**src/rtl/tick_enable_pkg.sv**
```systemverilog
// Shared state type and default widths for the tick enable generator.
package tick_enable_pkg;

  localparam int DEF_DIV_W   = 8;
  localparam int DEF_BURST_W = 4;

  typedef enum logic {
    IDLE = 1'b0,
    RUN  = 1'b1
  } state_e;

endpackage

```
**src/rtl/tick_prescaler.sv**
```systemverilog
// Programmable prescaler: counts run cycles and flags a tick when the count
// reaches the live divisor, wrapping back to zero on that same edge.
module tick_prescaler
  import tick_enable_pkg::*;
#(
  parameter int DIV_W = DEF_DIV_W
) (
  input  logic             clk,
  input  logic             rst,
  input  logic             clear,
  input  logic             run,
  input  logic [DIV_W-1:0] div,
  output logic             tick
);

  logic [DIV_W-1:0] r_pre_cnt;

  // Comparing with >= lets a divisor lowered below the count wrap at once
  // instead of stalling for a full counter roll-over.
  assign tick = run && (r_pre_cnt >= div);

  // NOTE: sequential state uses <= so every register sees pre-edge values.
  always_ff @(posedge clk or posedge rst) begin
    if (rst) begin
      r_pre_cnt <= '0;
    end else if (clear) begin
      r_pre_cnt <= '0;
    end else if (run) begin
      r_pre_cnt <= tick ? '0 : r_pre_cnt + 1'b1;
    end
  end

endmodule

```
**src/rtl/tick_enable_gen.sv**
```systemverilog
// Tick enable generator: IDLE/RUN controller around a prescaler, emitting a
// registered one-cycle en. Define TICK_BURST_EN to enable bounded bursts.
module tick_enable_gen
  import tick_enable_pkg::*;
#(
  parameter int DIV_W   = DEF_DIV_W,
  parameter int BURST_W = DEF_BURST_W
) (
  input  logic               clk,
  input  logic               rst,
  input  logic               start,
  input  logic               stop,
  input  logic               step,
  input  logic [DIV_W-1:0]   div,
  input  logic [BURST_W-1:0] burst_len,
  output logic               en,
  output logic               busy,
  output logic               done
);

  state_e r_state;
  state_e w_state_nxt;
  logic   r_en;
  logic   w_en_nxt;
  logic   w_run;
  logic   w_clear;
  logic   w_tick;

  assign w_run   = (r_state == RUN);
  assign w_clear = start | stop;

  tick_prescaler #(.DIV_W(DIV_W)) u_prescaler (
    .clk   (clk),
    .rst   (rst),
    .clear (w_clear),
    .run   (w_run),
    .div   (div),
    .tick  (w_tick)
  );

`ifdef TICK_BURST_EN
  // Remaining ticks in the current burst; zero means unbounded.
  logic [BURST_W-1:0] r_burst_left;
  logic [BURST_W-1:0] w_burst_nxt;
  logic               r_done;
  logic               w_done_nxt;
  logic               w_last;

  assign w_last = (r_burst_left == BURST_W'(1));
  assign done   = r_done;
`else
  logic w_unused_burst_len;

  assign w_unused_burst_len = ^burst_len;
  assign done               = 1'b0;
`endif

  // NOTE: every next-value gets a default first so no path infers a latch.
  always_comb begin
    w_state_nxt = r_state;
    w_en_nxt    = 1'b0;
`ifdef TICK_BURST_EN
    w_burst_nxt = r_burst_left;
    w_done_nxt  = 1'b0;
`endif
    if (stop) begin
      w_state_nxt = IDLE;
`ifdef TICK_BURST_EN
      // A stop landing on the final burst tick still lets that tick out.
      w_en_nxt    = w_tick && w_last;
      w_burst_nxt = '0;
`endif
    end else if (start) begin
      w_state_nxt = RUN;
`ifdef TICK_BURST_EN
      w_burst_nxt = burst_len;
`endif
    end else if (w_run) begin
      w_en_nxt = w_tick;
`ifdef TICK_BURST_EN
      if (w_tick && w_last) begin
        w_state_nxt = IDLE;
        w_done_nxt  = 1'b1;
        w_burst_nxt = '0;
      end else if (w_tick && (r_burst_left != '0)) begin
        w_burst_nxt = r_burst_left - 1'b1;
      end
`endif
    end else begin
      w_en_nxt = step;
    end
  end

  always_ff @(posedge clk or posedge rst) begin
    if (rst) begin
      r_state      <= IDLE;
      r_en         <= 1'b0;
`ifdef TICK_BURST_EN
      r_burst_left <= '0;
      r_done       <= 1'b0;
`endif
    end else begin
      r_state      <= w_state_nxt;
      r_en         <= w_en_nxt;
`ifdef TICK_BURST_EN
      r_burst_left <= w_burst_nxt;
      r_done       <= w_done_nxt;
`endif
    end
  end

  assign en   = r_en;
  assign busy = (r_state == RUN);

endmodule

```
**config.mk**
```make
export PLATFORM = sky130hd
export DESIGN_NAME = tick_enable_gen
export DESIGN_NICKNAME = d
export VERILOG_FILES = /design/src/rtl/tick_enable_pkg.sv /design/src/rtl/tick_prescaler.sv /design/src/rtl/tick_enable_gen.sv
export SDC_FILE = /design/constraint.sdc
export NUM_CORES = 1
export LEC_CHECK = 0
export ABC_AREA = 0
export CAP_MARGIN = 20
export CORE_AREA = 5 5 58 45
export DETAILED_ROUTE_END_ITERATION = 7
export DIE_AREA = 0 0 63 50
export MAX_ROUTING_LAYER = met4
export PLACE_DENSITY = 0.73
export SLEW_MARGIN = 0
export SYNTH_ARGS = -nofsm -noshare
export SYNTH_HDL_FRONTEND = slang
export SYNTH_SLANG_ARGS = --single-unit
```
**constraint.sdc**
```tcl
create_clock -name clk -period 2.5 [get_ports clk]
set_input_delay 0.5 -clock clk [delete_from_list [all_inputs] [get_ports clk]]
set_output_delay 0.5 -clock clk [all_outputs]
set_load 0.005 [all_outputs]
```
Word-level counts from Yosys, hierarchy flattened
Cells that the tools add are included.
{"block": "classes", "addsub": 1, "multipliers": 0, "n_div": 0, "n_lt_le_gt_ge": 1, "n_eq_ne": 0, "n_shift": 0, "mux": 8, "bitwise": 1, "reduce_logical": 3}
{"op": "8-bit two-way mux", "n": 3}
{"op": "8-bit by 1-bit adder with 8-bit output (second input constant)", "n": 1}
{"op": "8-bit >= comparator", "n": 1}
{"op": "1-bit two-way mux", "n": 5}
{"op": "2-bit nonzero test", "n": 2}
{"op": "1-bit logical AND", "n": 1}
{"op": "1-bit OR", "n": 1}
{"block": "word_totals", "regBits": 10, "latch_bits": 0, "mem_bits_rw": 0, "romBits": 0, "in_bits": 17, "output_inout_bits": 3, "elab_cells": 17, "n_memories": 0}

Longest topological paths before layout
Gate-level depths: netlist (run 1).
{"block": "logic_depth", "depth_word": 5, "depth_mapped": 7, "mapped_depth_nobuf": 7}

Modules after synthesis
A second synthesis (run 1) with hierarchy kept.
{"block": "hier_totals", "cells_unflattened": 80, "area_unflattened_um2": 759.5}
{"module": "tick_prescaler", "n_inst": 1, "cells_each": 70, "area_per_inst_um2": 664.4, "seq_area_each_um2": 200.2}
{"module": "tick_enable_gen", "n_inst": 1, "cells_each": 10, "area_per_inst_um2": 95.1, "seq_area_each_um2": 50.0}

Worst setup path before layout (run 1)
Ideal clock, no wire load.
{"block": "synth_timing", "kind": "in2reg", "start": "input port div[6]", "end": "register u_prescaler.r_pre_cnt[5]", "setup_ns": 0.065, "t_arrival_ns": 1.885, "required_time_ns": 2.435, "setup_slack_ns": 0.549, "cell_stages": 7, "n_path_buf": 0, "path_cell_list": "inv_1 ha_1 a21o_1 a2111oi_4 o31a_2 a21o_1 a22o_1"}
{"block": "synth_via", "elab_chain_cells": 5}
{"element": "start, declared", "line": "tick_enable_gen.sv:14", "source": "input logic [DIV_W-1:0] div,"}
{"element": "8-bit >= comparator", "line": "tick_prescaler.sv:20", "source": "assign tick = run && (r_pre_cnt >= div);"}
{"element": "1-bit logical AND", "line": "tick_prescaler.sv:20"}
{"element": "8-bit two-way mux", "line": "tick_prescaler.sv:29", "source": "r_pre_cnt <= tick ? '0 : r_pre_cnt + 1'b1;"}
{"element": "8-bit two-way mux", "line": "tick_prescaler.sv:28", "source": "end else if (run) begin"}
{"element": "8-bit two-way mux", "line": "tick_prescaler.sv:26", "source": "end else if (clear) begin"}
{"element": "end signal, assigned", "line": "tick_prescaler.sv:29"}
{"element": "end, declared", "line": "tick_prescaler.sv:16", "source": "logic [DIV_W-1:0] r_pre_cnt;"}
Every way passes these cells. The select of a mux whose other input is x is not followed.
A chain may end at the register's enable or synchronous reset.

Worst setup path after layout (run 1)
{"block": "layout_timing", "start": "input port div[6]", "end": "register u_prescaler.r_pre_cnt[4]"}
Same word-level chain as after synthesis.

==> results of run 1 <==
-- synth_stat cells --
library cell	number
a2111oi_4	1
a21o_1	2
a21oi_1	2
a21oi_2	1
a22o_1	3
and3_1	1
buf_4	1
conb_1	1
dfrtp_1	10
ha_1	9
inv_1	10
nand2_1	9
nand2_4	1
nand2b_1	2
nand3_1	6
nor2_1	5
nor3_1	1
o21a_1	1
o21ai_0	3
o311ai_2	3
o31a_2	1
or2_2	1
or3_1	1
or3_4	1
or4_1	1
xnor2_1	2
-- path summary, 6_finish.rpt --
check / startpoint / end / slack [ns] / cells after the start
min: rst / u_prescaler.r_pre_cnt[7] / 0.51 / 2
max reg2reg: u_prescaler.r_pre_cnt[6] / u_prescaler.r_pre_cnt[4] / 0.58 / 6
min in group clk: u_prescaler.r_pre_cnt[0] / u_prescaler.r_pre_cnt[0] / 0.56 / 1
max in group asynchronous: rst / u_prescaler.r_pre_cnt[4] / 1.71 / 2
max: div[6] / u_prescaler.r_pre_cnt[4] / 0.29 / 8
min reg2reg: u_prescaler.r_pre_cnt[0] / u_prescaler.r_pre_cnt[0] / 0.56 / 1
-- sequential cells by signal, indices dropped and copies added, names as in the netlist --
signal	count
busy	1
en	1
u_prescaler.r_pre_cnt	8
-- through the flow --
step           std cells  area [sq um]  worst slack (ns)  util, %  total power [uW]
2_1_floorplan         79         747.0            0.5492        -             196.5
3_3_place_gp         118         924.6           0.05152    45.90             225.1
4_1_cts              122         960.9            0.2779    47.70             375.2
3_5_place_dp         118         924.6         0.0004778    45.90             227.0
5_1_grt              122         960.9            0.1945    47.70             387.0
6_report             122         960.9            0.2906    47.70             369.7
-- layout make-up --
class	instances	area, sq um
Fill cell	200	1054
Multi-Input combinational cell	58	451.7
Sequential cell	10	250.2
Timing Repair Buffer	16	155.1
Inverter	10	37.54
Clock buffer	4	36.28
Tap cell	24	30.03
-- routing by layer --
metal	part of all wire (%)	up-vias	track usage, %
li1	-	314	-
met1	46	305	11.63
met2	47	12	18.43
met3	6.8	0	5.455
met4	0	0	1.060
met5	0	-	-
-- power by group --
group / internal, uW / leakage (uW) / switching [uW]
logic: 32.5 / 0.000301 / 24.2
clock network: 88.5 / 0.0000210 / 58.0
registers: 164 / 0.000138 / 2.31
-- worst register-to-register path, cell delays in order, from the launching register on --
cell and delay, ns:
dfrtp_1 0.43, ha_1 0.31, a21o_1 0.20, a2111oi_4 0.37, buf_4 0.18, nand2_4 0.08, o311ai_2 0.25
-- kinds of logic (layout without fill, tap and decap cells) --
logic type,count (synthesis),in the layout,share of synthesized area (%)
adder cells (fa/ha/maj),9,9,15.08
buffers and inverters,11,30,6.031
flip-flops,10,10,33.50
AND/OR/NAND/NOR,29,29,19.93
AO/OA/AOI/OAI,17,17,22.61
other,1,1,0.5020
XOR/XNOR,2,2,2.345
==> impl_metrics.toml, run 1 <==
[status]
status = "complete, no violations"

[place]
io_buffer_count = 14
gp_congestion = 0.7903
dp_hpwl_mm = 1.220

[sta]
tns_ns = 0
finalMaxSlewViolations = 0
finalSetupViolations = 0
hold_violations = 0
period_share_pct = 88.38
fmax_ghz = 0.4526
rsz0062_at_grt = "no"
hold_slack_ns = 0.5122
finClkSkew_ns = 0.003330
period_minus_slack_ns = 2.209

[setup_path]
cp.required_ns = 2.67
cpLargestDelayFamily = "compound AO/OA/AOI/OAI gates"
cpPeakStageDelay_ns = 0.46
cpMaxStageDelayCell = "clkdlybuf4s50_1"
cp-end-kind = "flip-flop"
critPathMaxFanout = 6
cp_cell_sequence = "clkdlybuf4s50_1 -> inv_1 -> ha_1 -> a21o_1 -> a2111oi_4 -> buf_4 -> nand2_4 -> o311ai_2"
critPathBufInv = 3
crit_arrival_ns = 2.38
start_kind = "primary input"
worst-setup-path-type = "primary input to flip-flop"

[cells_and_area]
layout.nets = 125
layout_commonest_cell = "clkdlybuf4s50_1"
syn_to_final_growth_pct = 28.64
n_antenna_cell = 0
drive_above_1_share_pct = 15.31
mostFrequentLayoutCells = "clkdlybuf4s50_1 (14), inv_1 (10), dfrtp_1 (10)"

[clock_network]
cts_sinks = 10
cts_tree = "done"
cts_buffers = 3
cts_max_level = 1
insertion_delay_ns = 0.27
hold_buffers = 0
clk_path_buf_depth = 2
cts_root_buffer = "clkbuf_4"
clk_pin_slew_ns = 0.07
cts_setup_buffers = 0
cts-resized-gates = 0

[synth]
ys_seq_area_share_pct = 33.50
syn-num-nets = 105
syn_area_sq_um = 747.0
yosysWarnings = 0
syn_area_per_cell_sq_um = 9.455
netlist_instances = 79
synth_largest_area_cell = "dfrtp_1"
synth.top_cell.area_share_pct = 33.50
synth_area_leaders = "dfrtp_1 (34%), ha_1 (15%), o311ai_2 (6.5%), inv_1 (5.0%), nand2_1 (4.5%)"
ys_seq_elements = 10
ys_types = 26

[route]
via_count = 631
dr.pass1.iters = 4
viasPerCell = 5.172
routed_wl_mm = 1.506
ant_nets = 0
drc_errors = 0
wl_per_cell_microns = 12.34
first_iter_violations = 17

[die]
fp-row-count = 14
die_w_microns = 63
fp.dieArea_sq_um = 3150
die_h_microns = 50
num_io_pins = 20
initial_utilization_pct = 37.08
coreArea_sq_um = 2014

[global_route]
grt_antenna_before_repair = 0
grt_use_total_pct = 10.78
grt_first_pass_wirelength_mm = 2.670
grt_pass1_vias = 626
grt_max_degree = 11
overflow = 0

[power]
power_per_cell_area_nw_per_um2 = 384.7
ir_drop_uv = 231.0
p_leak_uw = 0.0004599

[flow_run]
maxCapViolCount = 0

[min_path]
hold_path_class = "primary input to async pin"
Note: power is estimated with default switching activity, not from simulation.
==> run 2, diff against run 1 <==
--- a/config.mk
+++ b/config.mk
@@ -12,7 +12,6 @@
 export DIE_AREA = 0 0 63 50
 export MAX_ROUTING_LAYER = met4
 export PLACE_DENSITY = 0.73
-export SLEW_MARGIN = 0
 export SYNTH_ARGS = -nofsm -noshare
 export SYNTH_HDL_FRONTEND = slang
 export SYNTH_SLANG_ARGS = --single-unit
==> results of run 2 <==
No change in the layout: final DEF, timing and power equal those of run 1.
==> run 3, diff against run 2 <==
--- a/config.mk
+++ b/config.mk
@@ -11,7 +11,7 @@
 export DETAILED_ROUTE_END_ITERATION = 7
 export DIE_AREA = 0 0 63 50
 export MAX_ROUTING_LAYER = met4
-export PLACE_DENSITY = 0.73
+export PLACE_DENSITY_LB_ADDON = 0.2
 export SYNTH_ARGS = -nofsm -noshare
 export SYNTH_HDL_FRONTEND = slang
 export SYNTH_SLANG_ARGS = --single-unit
==> impl_metrics.toml, run 3 (synthesis results as in run 1) <==
[place]
dp_hpwl_mm = 1.263
io_buffer_count = 14
placed_cell_area_sq_um = 917.1
gp_congestion = 0.7316
post-place-ws_ns = 0.03284

[cells_and_area]
largest_reg_flops = 8
layout_commonest_cell = "clkdlybuf4s50_1"
regMostFlops = "u_prescaler.r_pre_cnt"
syn_to_final_growth_pct = 28.31
fin_area_sq_um = 958.4
n_antenna_cell = 0
layout.nets = 125
drive_above_1_share_pct = 15.31
utilization_pct = 47.58
mostFrequentLayoutCells = "clkdlybuf4s50_1 (14), inv_1 (10), dfrtp_1 (10)"

[status]
status = "complete, no violations"

[clock_network]
cts_buffers = 3
clk_pin_slew_ns = 0.07
insertion_delay_ns = 0.27
cts_setup_buffers = 0
clk_path_buf_depth = 2
cts_max_level = 1
cts_root_buffer = "clkbuf_4"
cts_tree = "done"
hold_buffers = 0
cts_sinks = 10
cts-resized-gates = 0

[sta]
hold_slack_ns = 0.5161
finalSetupViolations = 0
period_share_pct = 87.62
finClkSkew_ns = 0.003314
worst_slack_ns = 0.3094
hold_violations = 0
finalMaxSlewViolations = 0
rsz0062_at_grt = "no"
period_minus_slack_ns = 2.191
tns_ns = 0
fmax_ghz = 0.4565

[setup_path]
crit_arrival_ns = 2.36
reg2reg_depth = 6
cp.required_ns = 2.67
worst-setup-path-type = "primary input to flip-flop"
rr_startpoint = "u_prescaler.r_pre_cnt[6]"
cp_cell_sequence = "clkdlybuf4s50_1 -> inv_1 -> ha_1 -> or4_1 -> a21oi_2 -> or3_4 -> nand2_4 -> o311ai_2"
r2r-end = "u_prescaler.r_pre_cnt[7]"
cpPeakStageDelay_ns = 0.52
cp-end-kind = "flip-flop"
start_kind = "primary input"
critPathMaxFanout = 6
r2r_slack_ns = 0.58
cpMaxStageDelayCell = "or4_1"

[power]
p_leak_uw = 0.0004597
ir_drop_uv = 296.1
power_per_cell_area_nw_per_um2 = 389.0

[die]
die_w_microns = 63
coreArea_sq_um = 2014
fp-row-count = 14
fp.dieArea_sq_um = 3150
die_h_microns = 50
initial_utilization_pct = 37.08
num_io_pins = 20

[global_route]
grt_max_degree = 11
grt_first_pass_wirelength_mm = 2.615
grt_antenna_before_repair = 0
grt_use_total_pct = 10.90
overflow = 0
grt_pass1_vias = 551

[route]
wl_per_cell_microns = 13.06
viasPerCell = 5.033
ant_nets = 0
dr.pass1.iters = 4
drc_errors = 0
via_count = 614
routed_wl_mm = 1.593
first_iter_violations = 13

[min_path]
hold_path_class = "primary input to async pin"

[flow_run]
maxCapViolCount = 0
## run 3: cell counts in the layout (fill, tap and decap cells not counted)
Identical to the previous run, type by type.
## run 3: per-stage QoR
step	total power, uW	std cells
floorplan	196.5	79
global placement	224.5	117
detailed placement	226.0	117
CTS	381.0	121
global route	395.6	122
finish	372.9	122
## run 3: how the worst max path moves through the flow
stage,start,to,cells after the start
after detailed placement,div[6],u_prescaler.r_pre_cnt[7],8
after global placement,div[6],u_prescaler.r_pre_cnt[7],8
after CTS,div[6],u_prescaler.r_pre_cnt[7],8
after floorplan,div[6],u_prescaler.r_pre_cnt[5],7
after global routing,div[1],u_prescaler.r_pre_cnt[7],8
final,div[2],u_prescaler.r_pre_cnt[7],8
## run 3: final cells by class
cell class                      count  area [sq um]
Fill cell                         188          1056
Clock buffer                        4         36.28
Sequential cell                    10         250.2
Timing Repair Buffer               16         152.6
Inverter                           10         37.54
Multi-Input combinational cell     58         451.7
Tap cell                           24         30.03
## run 3: report_power, final
part           internal (uW)  switching, uW
Combinational           32.0           24.4
Clock                   88.5           61.4
Sequential               164           2.31
Total                    285           88.1
## run 3: critical path: cells and delay by family
| family | cells | cell delay (ns) |
|---|---|---|
| AND/OR/NAND/NOR | 3 | 0.75 |
| adder cells (fa/ha/maj) | 1 | 0.20 |
| AO/OA/AOI/OAI | 2 | 0.41 |
| buffers and inverters | 2 | 0.50 |
## run 3: routing by layer
metal,wire length (microns),track usage (%)
met1,816,15.38
met2,709,14.85
met3,67,4.545
met4,0,1.060
met5,0,-
==> variant 1: new RTL, settings of run 1 <==
Change the package constant `DEF_DIV_W` from 8 to 12.
--- a/src/rtl/tick_enable_pkg.sv
+++ b/src/rtl/tick_enable_pkg.sv
@@ -1,7 +1,7 @@
 // Shared state type and default widths for the tick enable generator.
 package tick_enable_pkg;
 
-  localparam int DEF_DIV_W   = 8;
+  localparam int DEF_DIV_W   = 12;
   localparam int DEF_BURST_W = 4;
 
   typedef enum logic {
Ports: changed (resized div); port bits go from 20 to 24. No check against the original RTL was run, so the function may have changed too.
==> variant 1 against run 1 <==
  * Design area is 41% higher
  * Highest routed layer is now met4
  * Synthesized cell count up 58%
  * Routed wire length grew 51%
  * Sequential cell count is 4 higher
  * Register-to-register slack got worse by 0.22 ns
  * Setup slack worse by 0.21 ns
  * Core utilization is 19 points higher
  * Critical path depth grew 1
  * Sequential power up 38%
  * Critical endpoint unchanged
  * Worst hold slack better by 0.027 ns
  * Final cell count up 45%
  * Total power up 16%
  * Critical path type unchanged
  * Area after synthesis grew 40%
==> variant 1: results (changes against run 1) <==
| Metric | Value |
|---|---|
| Synth cell count leaders | 19 x nand2_1, 16 x inv_1, 14 x dfrtp_1 (was 10 x dfrtp_1, 10 x inv_1, 9 x ha_1, 9 x nand2_1, 6 x nand3_1) |
| Number of flip-flops in the largest register | 12 (was 8) |
| Status | completed (unchanged) |
| Worst Hold Class | reg -> reg (was in -> async) |
| Final nets | 189 (was 125) |
| Worst EP arrival | 2.62 ns (was 2.38 ns) |
| Critical Path Start | div[9] (was div[6]) |
| All-Layer GR Usage | 0.164 (was 0.108) |
| Worst clock skew | 0.00741 ns (was 0.00333 ns) |
| Leak pwr | 0.000661 µW (was 0.000460 µW) |
| DR WL/cell | 12.9 µm (was 12.3 µm) |
| Worst reg2reg setup slack | 0.36 ns (was 0.58 ns) |
| Drt via density | 5.44 (was 5.17) |
| Vias in the first global route | 931 (was 626) |
| Register-to-Register Path Depth | 7 (was 6) |
| Layout cells sized above 1 | 0.105 (was 0.153) |
| Placed Cells | 173 (was 118) |
| Final Instance Count excl. Fillers | 177 (was 122) |
| Syn Inst Count | 125 (was 79) |
| Placed inst area | 0.00131 mm² (was 925 µm²) |
| Gpl congestion | 0.809 (was 0.790) |
| Peak supply drop | 0.378 mV (was 0.231 mV) |
| Ranking of synthesized cells by area | dfrtp_1 33%, ha_1 16%, nand2_1 6.8% (was dfrtp_1 34%, ha_1 15%, o311ai_2 6.5%) |
| RR Startpoint | u_prescaler.r_pre_cnt[9] (was u_prescaler.r_pre_cnt[6]) |
| Largest net degree at the start of global routing | 15 (was 11) |
| Sequential area share after synthesis | 0.334 (was 0.335) |
## variant 1: cell count changes after synthesis, moves of 5 or more
cell / change
nand2_1: +10
o21ai_1: +7
inv_1: +6
nand4_1: +5
## variant 1: how the worst min path moves through the flow
| stage | cells after the start | to | slack, ns |
|---|---|---|---|
| 3_5_place_dp | 1 | u_prescaler.r_pre_cnt[0] | 0.53 |
| 4_1_cts | 1 | u_prescaler.r_pre_cnt[0] | 0.54 |
| 5_1_grt | 2 | u_prescaler.r_pre_cnt[8] | 0.61 |
| 3_3_place_gp | 2 | u_prescaler.r_pre_cnt[11] | 0.53 |
| 6_report | 1 | u_prescaler.r_pre_cnt[0] | 0.54 |
| 2_1_floorplan | 1 | busy | 0.39 |
## variant 1: logic make-up (layout without fill, tap and decap cells)
kind of cell    count (synthesis)  after routing  synth area share
compound gates                 21             21             0.155
flops                          14             14             0.334
simple gates                   52             52             0.237
buf+inv                        19             47            0.0728
fa+ha+maj                      13             13             0.155
xor+xnor                        5              5            0.0418
other cells                     1              1           0.00358
## variant 1: area by class of cell
cell class,instances,area [µm²]
fillers,175,663
multi-input cells,92,629
flip-flops and latches,14,350
repair buffers,28,259
inverters,16,60.1
well taps,24,30.0
clock buffers,3,22.5
## variant 1: worst register-to-register path: cells and delay by family (launching register included)
kind,cells,cell delay [ns]
buffers and inverters,1,0.18
AND/OR/NAND/NOR,1,0.18
flip-flops,1,0.42
AO/OA/AOI/OAI,4,0.98
adder cells (fa/ha/maj),1,0.30
## variant 1: metrics by stage
stage	utilization	hold WS, ns	total power (µW)	TNS (ns)	setup WS [ns]
final	0.671	0.539	428	0	0.0787
after CTS	0.661	0.542	431	0	0.0177
after detailed placement	0.650	0.531	304	-2.48	-0.258
after global routing	0.671	0.609	461	0	0.0171
after global placement	0.650	0.526	302	-2.04	-0.189
after floorplan	-	0.389	263	0	0.235
## variant 1: timing repair
| action | in CTS | in global routing |
|---|---|---|
| gates resized for setup | 0 | 2 |
| buffers inserted | 0 | 1 |
| hold buffers | 0 | 0 |
| setup endpoints to repair | 0 | 7 |
## variant 1: power by group
part           total (µW)  leakage [µW]  switching, µW  internal, µW
logic                69.4      0.000454           29.0          40.3
clock network         128     0.0000138           71.7          55.8
registers             231      0.000193           2.33           229
total                 428      0.000661            103           325
## variant 1: layer usage
| metal | GRT usage | part of all wire | vias to the layer above |
|---|---|---|---|
| met5 | - | 0 | - |
| met4 | 0.0141 | 0.0018 | 0 |
| met3 | 0.0568 | 0.056 | 2 |
| met2 | 0.273 | 0.50 | 22 |
| met1 | 0.201 | 0.44 | 453 |
| li1 | - | - | 486 |
==> variant 2: new RTL, config.mk and constraints of run 1 <==
Without the edit above. Reset style: synchronous (`rst`), changed in 2 clocked blocks.
--- a/src/rtl/tick_prescaler.sv
+++ b/src/rtl/tick_prescaler.sv
@@ -20,7 +20,7 @@
   assign tick = run && (r_pre_cnt >= div);
 
   // NOTE: sequential state uses <= so every register sees pre-edge values.
-  always_ff @(posedge clk or posedge rst) begin
+  always_ff @(posedge clk) begin
     if (rst) begin
       r_pre_cnt <= '0;
     end else if (clear) begin
--- a/src/rtl/tick_enable_gen.sv
+++ b/src/rtl/tick_enable_gen.sv
@@ -91,7 +91,7 @@
     end
   end
 
-  always_ff @(posedge clk or posedge rst) begin
+  always_ff @(posedge clk) begin
     if (rst) begin
       r_state      <= IDLE;
       r_en         <= 1'b0;
Behaviour: differs if rst is asserted again (counterexample within 4 cycles, from zero or initial values and one cycle with rst high); with rst held inactive, the same outputs for 10 cycles.
==> variant 2 against run 1 <==
  * Sequential cell count unchanged
  * Global-route usage decreased by 2.1 points
  * Routed wire length is 17% lower
  * Critical path depth unchanged
  * Count of clock-buffer cells in the layout unchanged
  * Area after synthesis fell by 17%
  * Setup slack better by 0.067 ns
  * Total power is 6.9% lower
  * Via count decreased by 9.0%
  * Design area is 15% lower
  * Register-to-register slack improved by 0.10 ns
  * Critical endpoint is now u_prescaler.r_pre_cnt[2]
  * Highest routed layer is now met4
==> variant 2: results (changes against run 1) <==
| Metric | Value |
|---|---|
| Status | completed (unchanged) |
| Placed inst area | 779 µm² (was 925 µm²) |
| Comb_multi_in | 56 (was 58) |
| Clk cell area share | 0.0445 (was 0.0378) |
| Gpl congestion | 0.785 (was 0.790) |
| Final WL | 1260 µm (was 1510 µm) |
| Vias in the first global route | 509 (was 626) |
| Worst hold slack | 0.502 ns (was 0.512 ns) |
| Post-route design area | 816 µm² (was 961 µm²) |
| Register-to-Register Path Depth | 7 (was 6) |
| Placed Cells | 113 (was 118) |
| Non-CTS inverters | 9 (was 10) |
| Via count | 574 (was 631) |
| Setup WS pre-CTS | 0.0794 ns (was 0.000478 ns) |
| Leak pwr | 0.000325 µW (was 0.000460 µW) |
| Post-DP HPWL | 1010 µm (was 1220 µm) |
| P_comb | 39.7 µW (was 56.7 µW) |
| Worst Hold Class | reg -> reg (was in -> async) |
| Final nets | 120 (was 125) |
| Syn_nets | 103 (was 105) |
| RR Endpoint | u_prescaler.r_pre_cnt[5] (was u_prescaler.r_pre_cnt[4]) |
| Ranking of synthesized cells by area | dfxtp_1 32%, ha_1 18%, inv_1 5.4% (was dfrtp_1 34%, ha_1 15%, o311ai_2 6.5%) |
| First-pass GRT wire length | 2170 µm (was 2670 µm) |
| Sequential area share after synthesis | 0.323 (was 0.335) |
| Worst-path fanout max | 8 (was 6) |
| P_sw | 69.5 µW (was 84.5 µW) |
| Worst clock skew | 0.00109 ns (was 0.00333 ns) |
| Reg area | 200 µm² (was 250 µm²) |
| Avg Cell Area, Syn | 8.06 µm² (was 9.46 µm²) |
| All-Layer GR Usage | 0.0868 (was 0.108) |
| DR WL/cell | 10.7 µm (was 12.3 µm) |
| RR Startpoint | u_prescaler.r_pre_cnt[0] (was u_prescaler.r_pre_cnt[6]) |
| Worst EP arrival | 2.33 ns (was 2.38 ns) |
| Peak supply drop | 0.297 mV (was 0.231 mV) |
| Non-clk buf share | 0.172 (was 0.161) |
| Layout cells sized above 1 | 0.0538 (was 0.153) |
-- variant 2: changes by cell type after synthesis, sizes merged, moves of 2 or more --
cell and delta:
a21o -2, a22o -3, a31oi +2, dfrtp -10, dfxtp +10, nand2 -4
nor2 +2, nor3 +3, o311ai -3, xor2 +2
-- variant 2: logic make-up after synthesis --
kind of cell	Yosys count	synth area share
AO/OA/AOI/OAI	13	0.133
other	1	0.00604
flip-flops	10	0.323
buffers and inverters	11	0.0726
adder cells (fa/ha/maj)	9	0.181
AND/OR/NAND/NOR	29	0.228
XOR/XNOR	4	0.0565
-- variant 2: how the worst max path moves through the flow --
| stage | start | endpoint | cells past startpoint |
|---|---|---|---|
| global placement | div[2] | u_prescaler.r_pre_cnt[2] | 8 |
| global route | div[1] | u_prescaler.r_pre_cnt[2] | 8 |
| floorplan | div[2] | u_prescaler.r_pre_cnt[2] | 7 |
| detailed placement | div[2] | u_prescaler.r_pre_cnt[2] | 8 |
| finish | div[2] | u_prescaler.r_pre_cnt[2] | 8 |
| CTS | div[2] | u_prescaler.r_pre_cnt[2] | 8 |
-- variant 2: metal layers --
| layer | vias up | track usage | wire length [µm] |
|---|---|---|---|
| li1 | 302 | - | - |
| met1 | 250 | 0.119 | 664 |
| met2 | 20 | 0.113 | 505 |
| met3 | 2 | 0.0341 | 78 |
| met4 | 0 | 0.0318 | 6 |
| met5 | - | - | 0 |
-- variant 2: worst max-delay path, cell delays in order --
cell and delay [ns]:
clkdlybuf4s50_1 0.45, inv_1 0.04, ha_1 0.19, or4_1 0.49
a21oi_1 0.13, o32a_2 0.26, nand4b_1 0.11, a31oi_1 0.16
